<file path="config.mk">
export PLATFORM = sky130hd
export DESIGN_NAME = axi_bridge_arbiter
export DESIGN_NICKNAME = d
export VERILOG_FILES = /design/src/rtl/axi_bridge_arbiter_pkg.sv /design/src/rtl/axi_bridge_arbiter_rr_pick.sv /design/src/rtl/axi_bridge_arbiter.sv
export SDC_FILE = /design/constraint.sdc
export NUM_CORES = 1
export LEC_CHECK = 0
export CAP_MARGIN = 20
export CORE_AREA = 2 2 130 132
export CTS_BUF_LIST = sky130_fd_sc_hd__clkbuf_8
export DETAILED_ROUTE_END_ITERATION = 12
export DIE_AREA = 0 0 132 134
export HOLD_SLACK_MARGIN = 0.15
export PLACE_DENSITY_LB_ADDON = 0.1
export SLEW_MARGIN = 25
export SYNTH_ARGS = -nofsm -noshare
export SYNTH_HDL_FRONTEND = slang
export SYNTH_HIERARCHICAL = 1
export SYNTH_SLANG_ARGS = --single-unit
</file>
<file path="constraint.sdc">
create_clock -name clk -period 1.9 [get_ports clk]
set_input_delay 0.285 -clock clk [delete_from_list [all_inputs] [get_ports clk]]
set_output_delay 0.285 -clock clk [all_outputs]
set_load 0.02 [all_outputs]
</file>
<file path="src/rtl/axi_bridge_arbiter_pkg.sv">
// Package: shared types and helpers for the AXI bridge round-robin arbiter.
//   arb_state_t : arbiter FSM states
//   id_w()      : width of a requester index (at least 1 bit)
package axi_bridge_arb_pkg;

    typedef enum logic {
        ARB_IDLE = 1'b0,
        ARB_BUSY = 1'b1
    } arb_state_t;

    function automatic int id_w(input int n);
        return (n > 1) ? $clog2(n) : 1;
    endfunction

endpackage

</file>
<file path="src/rtl/axi_bridge_arbiter_rr_pick.sv">
// rr_pick: combinational round-robin selector.
//   req       in  NUM_REQ  request vector
//   ptr       in  IW       highest-priority index this round
//   winner    out IW       first asserted index at or above ptr, wrapping
//   any_valid out 1        at least one request asserted
module rr_pick
    import axi_bridge_arb_pkg::*;
#(
    parameter int NUM_REQ = 3,
    parameter int IW      = id_w(NUM_REQ)
) (
    input  logic [NUM_REQ-1:0] req,
    input  logic [IW-1:0]      ptr,
    output logic [IW-1:0]      winner,
    output logic               any_valid
);

    int idx;

    // Scan from the farthest offset back towards ptr so the closest
    // asserted request (in wrap order) is the last assignment and wins.
    always_comb begin
        winner    = '0;
        any_valid = |req;
        idx       = 0;
        for (int i = NUM_REQ - 1; i >= 0; i--) begin
            idx = (int'(ptr) + i) % NUM_REQ;
            if (req[idx]) winner = IW'(idx);
        end
    end

endmodule

</file>
<file path="src/rtl/axi_bridge_arbiter.sv">
// axi_bridge_arbiter: round-robin sharing of the bridge's single internal
// port between NUM_REQ requesters. One transaction in flight at a time.
//   clk, rst                 clock, async active-high reset
//   s_req/s_we/s_addr/s_wdata requester side (flattened, requester i at slice i)
//   s_ack, s_rdata           one-hot completion pulse and broadcast read data
//   m_req/m_we/m_addr/m_wdata request to bridge, held until m_ack
//   m_ack, m_rdata           completion pulse and read data from bridge
//   grant_id, busy           current/last grant, transaction in flight
//   timeout_err, err_clr     sticky cycle-budget overrun flag and its clear
module axi_bridge_arbiter
    import axi_bridge_arb_pkg::*;
#(
    parameter int ADDR_WIDTH = 32,
    parameter int DATA_WIDTH = 32,
    parameter int NUM_REQ    = 3,
    parameter int TIMEOUT    = 1024,
    localparam int IW        = id_w(NUM_REQ)
) (
    input  logic                          clk,
    input  logic                          rst,
    input  logic [NUM_REQ-1:0]            s_req,
    input  logic [NUM_REQ-1:0]            s_we,
    input  logic [NUM_REQ*ADDR_WIDTH-1:0] s_addr,
    input  logic [NUM_REQ*DATA_WIDTH-1:0] s_wdata,
    output logic [NUM_REQ-1:0]            s_ack,
    output logic [DATA_WIDTH-1:0]         s_rdata,
    output logic                          m_req,
    output logic                          m_we,
    output logic [ADDR_WIDTH-1:0]         m_addr,
    output logic [DATA_WIDTH-1:0]         m_wdata,
    input  logic                          m_ack,
    input  logic [DATA_WIDTH-1:0]         m_rdata,
    output logic [IW-1:0]                 grant_id,
    output logic                          busy,
    output logic                          timeout_err,
    input  logic                          err_clr
);

    localparam int CW = $clog2(TIMEOUT);

    arb_state_t    state_q, state_d;
    logic [IW-1:0] rr_ptr_q, rr_ptr_d;
    logic [IW-1:0] grant_q, grant_d;
    logic [CW-1:0] cnt_q, cnt_d;
    logic          err_q, err_d;

    logic [IW-1:0] pick;
    logic          any_req;

    rr_pick #(.NUM_REQ(NUM_REQ), .IW(IW)) u_pick (
        .req       (s_req),
        .ptr       (rr_ptr_q),
        .winner    (pick),
        .any_valid (any_req)
    );

    always_ff @(posedge clk or posedge rst) begin
        if (rst) begin
            state_q  <= ARB_IDLE;
            rr_ptr_q <= '0;
            grant_q  <= '0;
            cnt_q    <= '0;
            err_q    <= 1'b0;
        end else begin
            state_q  <= state_d;
            rr_ptr_q <= rr_ptr_d;
            grant_q  <= grant_d;
            cnt_q    <= cnt_d;
            err_q    <= err_d;
        end
    end

    always_comb begin
        state_d  = state_q;
        rr_ptr_d = rr_ptr_q;
        grant_d  = grant_q;
        cnt_d    = cnt_q;
        // Clear first so a same-cycle set below overrides it.
        err_d    = err_clr ? 1'b0 : err_q;
        m_req    = 1'b0;
        m_we     = 1'b0;
        m_addr   = '0;
        m_wdata  = '0;
        s_ack    = '0;
        s_rdata  = '0;
        busy     = 1'b0;
        case (state_q)
            ARB_IDLE: begin
                // m_ack here is spurious and deliberately ignored.
                if (any_req) begin
                    grant_d = pick;
                    cnt_d   = '0;
                    state_d = ARB_BUSY;
                end
            end
            ARB_BUSY: begin
                // Held regardless of s_req: the bridge has already latched it.
                m_req   = 1'b1;
                busy    = 1'b1;
                m_we    = s_we[grant_q];
                m_addr  = s_addr[int'(grant_q)*ADDR_WIDTH +: ADDR_WIDTH];
                m_wdata = s_wdata[int'(grant_q)*DATA_WIDTH +: DATA_WIDTH];
                if (m_ack) begin
                    s_ack[grant_q] = 1'b1;
                    s_rdata        = m_rdata;
                    rr_ptr_d       = (grant_q == IW'(NUM_REQ - 1)) ? '0 : grant_q + 1'b1;
                    state_d        = ARB_IDLE;
                end else if (cnt_q == CW'(TIMEOUT - 1)) begin
                    err_d = 1'b1;   // counter saturates here
                end else begin
                    cnt_d = cnt_q + 1'b1;
                end
            end
            default: state_d = ARB_IDLE;
        endcase
    end

    assign grant_id    = grant_q;
    assign timeout_err = err_q;

endmodule

</file>
After elaboration in Yosys (flattened, before gate mapping):

Cells that the tools add are included.

* bits in registers: 16
* input port bits: 234
* output and inout port bits: 105
* word-level logic and storage cells: 66

* add/sub/neg operators: 4
* divide/modulo/power cells: 3
* magnitude comparators: 5
* equality and inequality tests: 5
* shifts and indexed selects: 2
* muxes and demuxes: 36
* bitwise operators: 1
* reductions and logical operators: 5

Operators with widths (count)
* $shiftx A96 B8 Y32: 2
* $mux W32: 4
* $lt A32 B4 Y1 const B: 3
* $mod A32 B3 Y32 const B: 2
* $mod A3 B3 Y32 const B: 1
* $mux W10: 3
* $pmux W10 S2: 1
* $mux W1: 16
* $add A10 B1 Y10 const B: 1
* $eq A10 B10 Y1 const B: 1
* $bmux W1 S2: 4
* $mux W2: 4
* $mux W3: 2
* $ne A2 B2 Y1 const B: 3
* $reduce_and A2 Y1: 2
* $add A2 B1 Y3 const B: 1
* $add A2 B2 Y3 const B: 1
* $lt A2 B3 Y1 const B: 1
* $reduce_and A3 Y1: 1
* $reduce_or A3 Y1: 1
* $add A2 B1 Y2 const B: 1
* $demux W1 S2: 1
* $eq A2 B2 Y1 const B: 1
* $ge A2 B1 Y1 const B: 1
* other kinds (3): 3

Logic depth before layout (Yosys ltp):

* depth in word-level cells: 8
* gate-level depth with buffers: 7

Modules after synthesis:

Netlist, hierarchy kept.

Modules (own cells, without submodules)
* axi_bridge_arbiter: instances 1, cells each 413, area an instance 2645.0 um^2
* rr_pick: instances 1, cells each 20, area an instance 150.1 um^2

Worst setup path before layout:

OpenSTA, ideal clock, no wires.

* kind: register to output
* start: register grant_q[0] (netlist: grant_id[0])
* end: output m_addr[22]
* arrival time: 1772 ps
* path slack: -157 ps
* cell stages (with the launch flop): 7
* path buffers: 3
* path through: dfrtp_1 > clkbuf_1 > nor2b_1 > clkbuf_1 > clkbuf_1 > a21oi_1 > nor2_1

* cells in the longest elaborated chain, start to end: 2

Ends and longest elaborated chain
* start: declaration: line axi_bridge_arbiter.sv:43 `logic [IW-1:0] grant_q, grant_d;`
* start signal: assignment: line axi_bridge_arbiter.sv:67 `grant_q <= grant_d;`
* $shiftx A96 B8 Y32: line axi_bridge_arbiter.sv:101 `m_addr = s_addr[int'(grant_q)*ADDR_WIDTH +: ADDR_WIDTH];`
* $mux W32: line axi_bridge_arbiter.sv:87 `case (state_q)`
* end: declaration: line axi_bridge_arbiter.sv:29 `output logic [ADDR_WIDTH-1:0] m_addr,`

No other way between the ends.

Worst setup path in the final report:

* start: register grant_q[1] (netlist: grant_id[1])
* end: output m_addr[1]

Same word-level chain as after synthesis.

==> results.sh <==
export IMPL_stdcell_area_mm2=0.00740
export IMPL_crit_path_start_kind="flop"
export IMPL_port_buffers=338
export IMPL_num_vias=4634
export IMPL_cts_root_buffer="clkbuf_8"
export IMPL_dpl_cell_area_mm2=0.00674
export IMPL_pwr_share_comb_pct=89.3
export IMPL_seqPwrFrac_pct=6.8
export IMPL_critPathKind="flop to output pin"
export IMPL_critPathRequiredTime_ps=1620
export IMPL_hpwl_um=13300
export IMPL_die_h_um=134
export IMPL_yosys_area_top_type="mux2i_1"
export IMPL_power_leakage_nw=3.18
export IMPL_routedWlPerCell_um=17.6
export IMPL_startpoint="grant_id[1]"
export IMPL_numCtsBuffers=3
export IMPL_cp_end_kind="output pin"
export IMPL_cts_sinks=16
export IMPL_r2r_end="cnt_q[3]"
export IMPL_skew_ps=1.09
export IMPL_fill_cells=1635
export IMPL_synth_cells=433
export IMPL_drive_gt1_share_pct=32.1
export IMPL_synth_edff_count=0
export IMPL_fmax_ghz=0.478
export IMPL_drc_errors=0
export IMPL_setup_tns_ps=-5180
export IMPL_drt_initial_drc_count=196
export IMPL_ys_flop_type="dfrtp_1"
export IMPL_crit_path_end="m_addr[1]"
export IMPL_synthDistinctLibCells=45
export IMPL_maxCapViolations=0
export IMPL_grt_pass1_wl_um=27200
export IMPL_overflow=0
export IMPL_h_tree_depth=1
export IMPL_first_pass_iters=6
export IMPL_peakVddDrop_uv=528
export IMPL_whs_ps=350
export IMPL_area_growth_pct=165
export IMPL_max_slew_margin_pct=75.5
export IMPL_outcome="finished, violations left"
export IMPL_fin_nets=1040
export IMPL_p_int_w=0.00409
export IMPL_synth_top_cell_area_share_pct=24.0
export IMPL_yosysWarnings=6
export IMPL_cts_hold_buffers=0
export IMPL_die_area_mm2=0.0177
export IMPL_clock_latency_ps=250
export IMPL_tightestPinTransition_ps=367
export IMPL_hold_path_class="primary input to async pin"
export IMPL_place_ws_ps=-381
export IMPL_initial_core_util_pct=17.2
export IMPL_ios=339
export IMPL_ys_seq_elements=16
export IMPL_powerDensity_mw_per_mm2=1070
export IMPL_synthTopCellsByArea="mux2i_1 24%, nor2_1 18%, dfrtp_1 14%"
export IMPL_rrSetupSlack_ps=120
export IMPL_swShare_pct=48.4
export IMPL_core_area_mm2=0.0163
export IMPL_violations="negative setup slack"
export IMPL_syn_nets=671
export IMPL_rr_startpoint="cnt_q[0]"
export IMPL_clk_pin_slew_worst_paths_ps=70
export IMPL_wl_um=17900
export IMPL_avgSynthCellArea_um2=6.46
export IMPL_finalMaxSlewViolations=0
export IMPL_grtUsageTotal_pct=19.2
export IMPL_ys_seq_area_share_pct=14.3
export IMPL_antenna_found_initial=0
export IMPL_netlist_area_mm2=0.00280
export IMPL_p_clk_share_pct=3.9
export IMPL_layout_min_cycle_time_ps=2090
export IMPL_antenna_cells=0
export IMPL_rsz0062_at_grt="yes"
export IMPL_gp_congestion=0.889
export IMPL_grt_max_degree=32
export IMPL_cts_tree="yes"
export IMPL_setup_ws_ps=-191
export IMPL_cts_buffer_depth=2
export IMPL_critical_path_arrival_ps=1810
export IMPL_vias_per_cell=4.54
export IMPL_finalSetupViolations=67
export IMPL_reg2regPathDepth=5
export IMPL_dieWidth_um=132
export IMPL_finalHoldViolCount=0
export IMPL_async_reset_ff_share_pct=100
export IMPL_grt_pass1_vias=4845
export IMPL_power_switching_w=0.00384
export IMPL_critical_path_max_fanout=13
export IMPL_postRouteAntennaNets=0
export IMPL_timing_final_crit_share_pct=110
export IMPL_rows=47
## worst min path at each step
stage,slack (ps),from,end,cells after the start
2_1_floorplan,200,rst,cnt_q[0],1
4_1_cts,360,rst,state_q,3
6_report,350,rst,timeout_err,3
5_1_grt,410,rst,state_q,3
3_5_place_dp,510,rr_ptr_q[0],rr_ptr_q[0],1
3_3_place_gp,510,rr_ptr_q[0],rr_ptr_q[0],1
## cell usage in the layout, fill, tap and decap left out, types with 5 or more instances in the layout
cell	count
a21oi_1	37
and3_1	32
clkdlybuf4s50_1	234
nor2_1	93
nand2_1	7
nand3_1	6
dfrtp_1	14
mux2i_1	64
clkdlybuf4s15_2	10
dlygate4sd2_1	6
buf_16	9
a21oi_4	5
clkbuf_2	16
buf_6	46
a21oi_2	26
nor2_2	42
buf_12	10
buf_4	66
inv_1	7
## Yosys cell counts (all sizes together) (4+ instances only)
master  number
clkbuf      29
nand2        8
nor3         4
a21oi       68
ha           4
nor2b        4
and3        32
buf         12
inv          8
mux2i       67
dfrtp       16
nor2       135
nand3        6
o21ai        4
## flip-flops by register name (all words and copies together), names as in the netlist
name,flops
rr_ptr_q,2
cnt_q,10
grant_id,2
timeout_err,1
state_q,1
## area by class of cell
| class | instances | area [um^2] | share of cell area, % |
|---|---|---|---|
| inverter | 8 | 30.0 | 0.406 |
| sequential | 16 | 405 | 5.48 |
| timing repair buffer | 405 | 4120 | 55.7 |
| clock buffer | 4 | 55.1 | 0.744 |
| tap | 220 | 275 | 3.72 |
| multi-input combinational | 368 | 2510 | 34.0 |
## what timing repair did
action,CTS,global route
cloned,11,0
gates resized for setup,470,71
buffers inserted,19,5
pin swaps,20,20
setup endpoints to repair,102,103
## power by group through the flow
stage	sequential (W)	clock (W)	combinational (W)
after CTS	0.000538	0.000311	0.00702
after floorplan	0.000524	0	0.00330
after global placement	0.000541	0	0.00600
after global routing	0.000556	0.000326	0.00755
final	0.000540	0.000307	0.00709
after detailed placement	0.000548	0	0.00606
## kinds of logic after synthesis
| kind of cell | Yosys count | share of synthesized area [%] |
|---|---|---|
| buffers and inverters | 49 | 7.34 |
| AOI/OAI and AO/OA | 90 | 18.3 |
| and+or+nand+nor | 204 | 33.0 |
| muxes | 70 | 25.2 |
| DFF | 16 | 14.3 |
| adders and majority gates | 4 | 1.79 |
## through the flow
stage / total power [W] / utilization [%] / cells
finish: 0.00793 / 45.4 / 1021
floorplan: 0.00382 / - / 433
global placement: 0.00655 / 41.4 / 985
CTS: 0.00787 / 45.2 / 1019
detailed placement: 0.00660 / 41.4 / 985
global route: 0.00844 / 45.4 / 1021
## worst max-delay path, cell delays in order (launching register included)
cell and delay, ps:
dfrtp_4 530, buf_6 140, nor2b_4 130, buf_4 140
buf_12 130, buf_4 130, a21oi_2 60, nor2_1 130
buf_4 160
## metal layers
metal / vias up / global-route usage (%) / wire length (um)
li1: 2243 / - / -
met1: 2141 / 20.8 / 6780
met2: 221 / 36.5 / 9280
met3: 29 / 4.84 / 1400
met4: 0 / 5.80 / 475
met5: - / 0 / 0
Note: power is estimated with default switching activity, not from simulation.
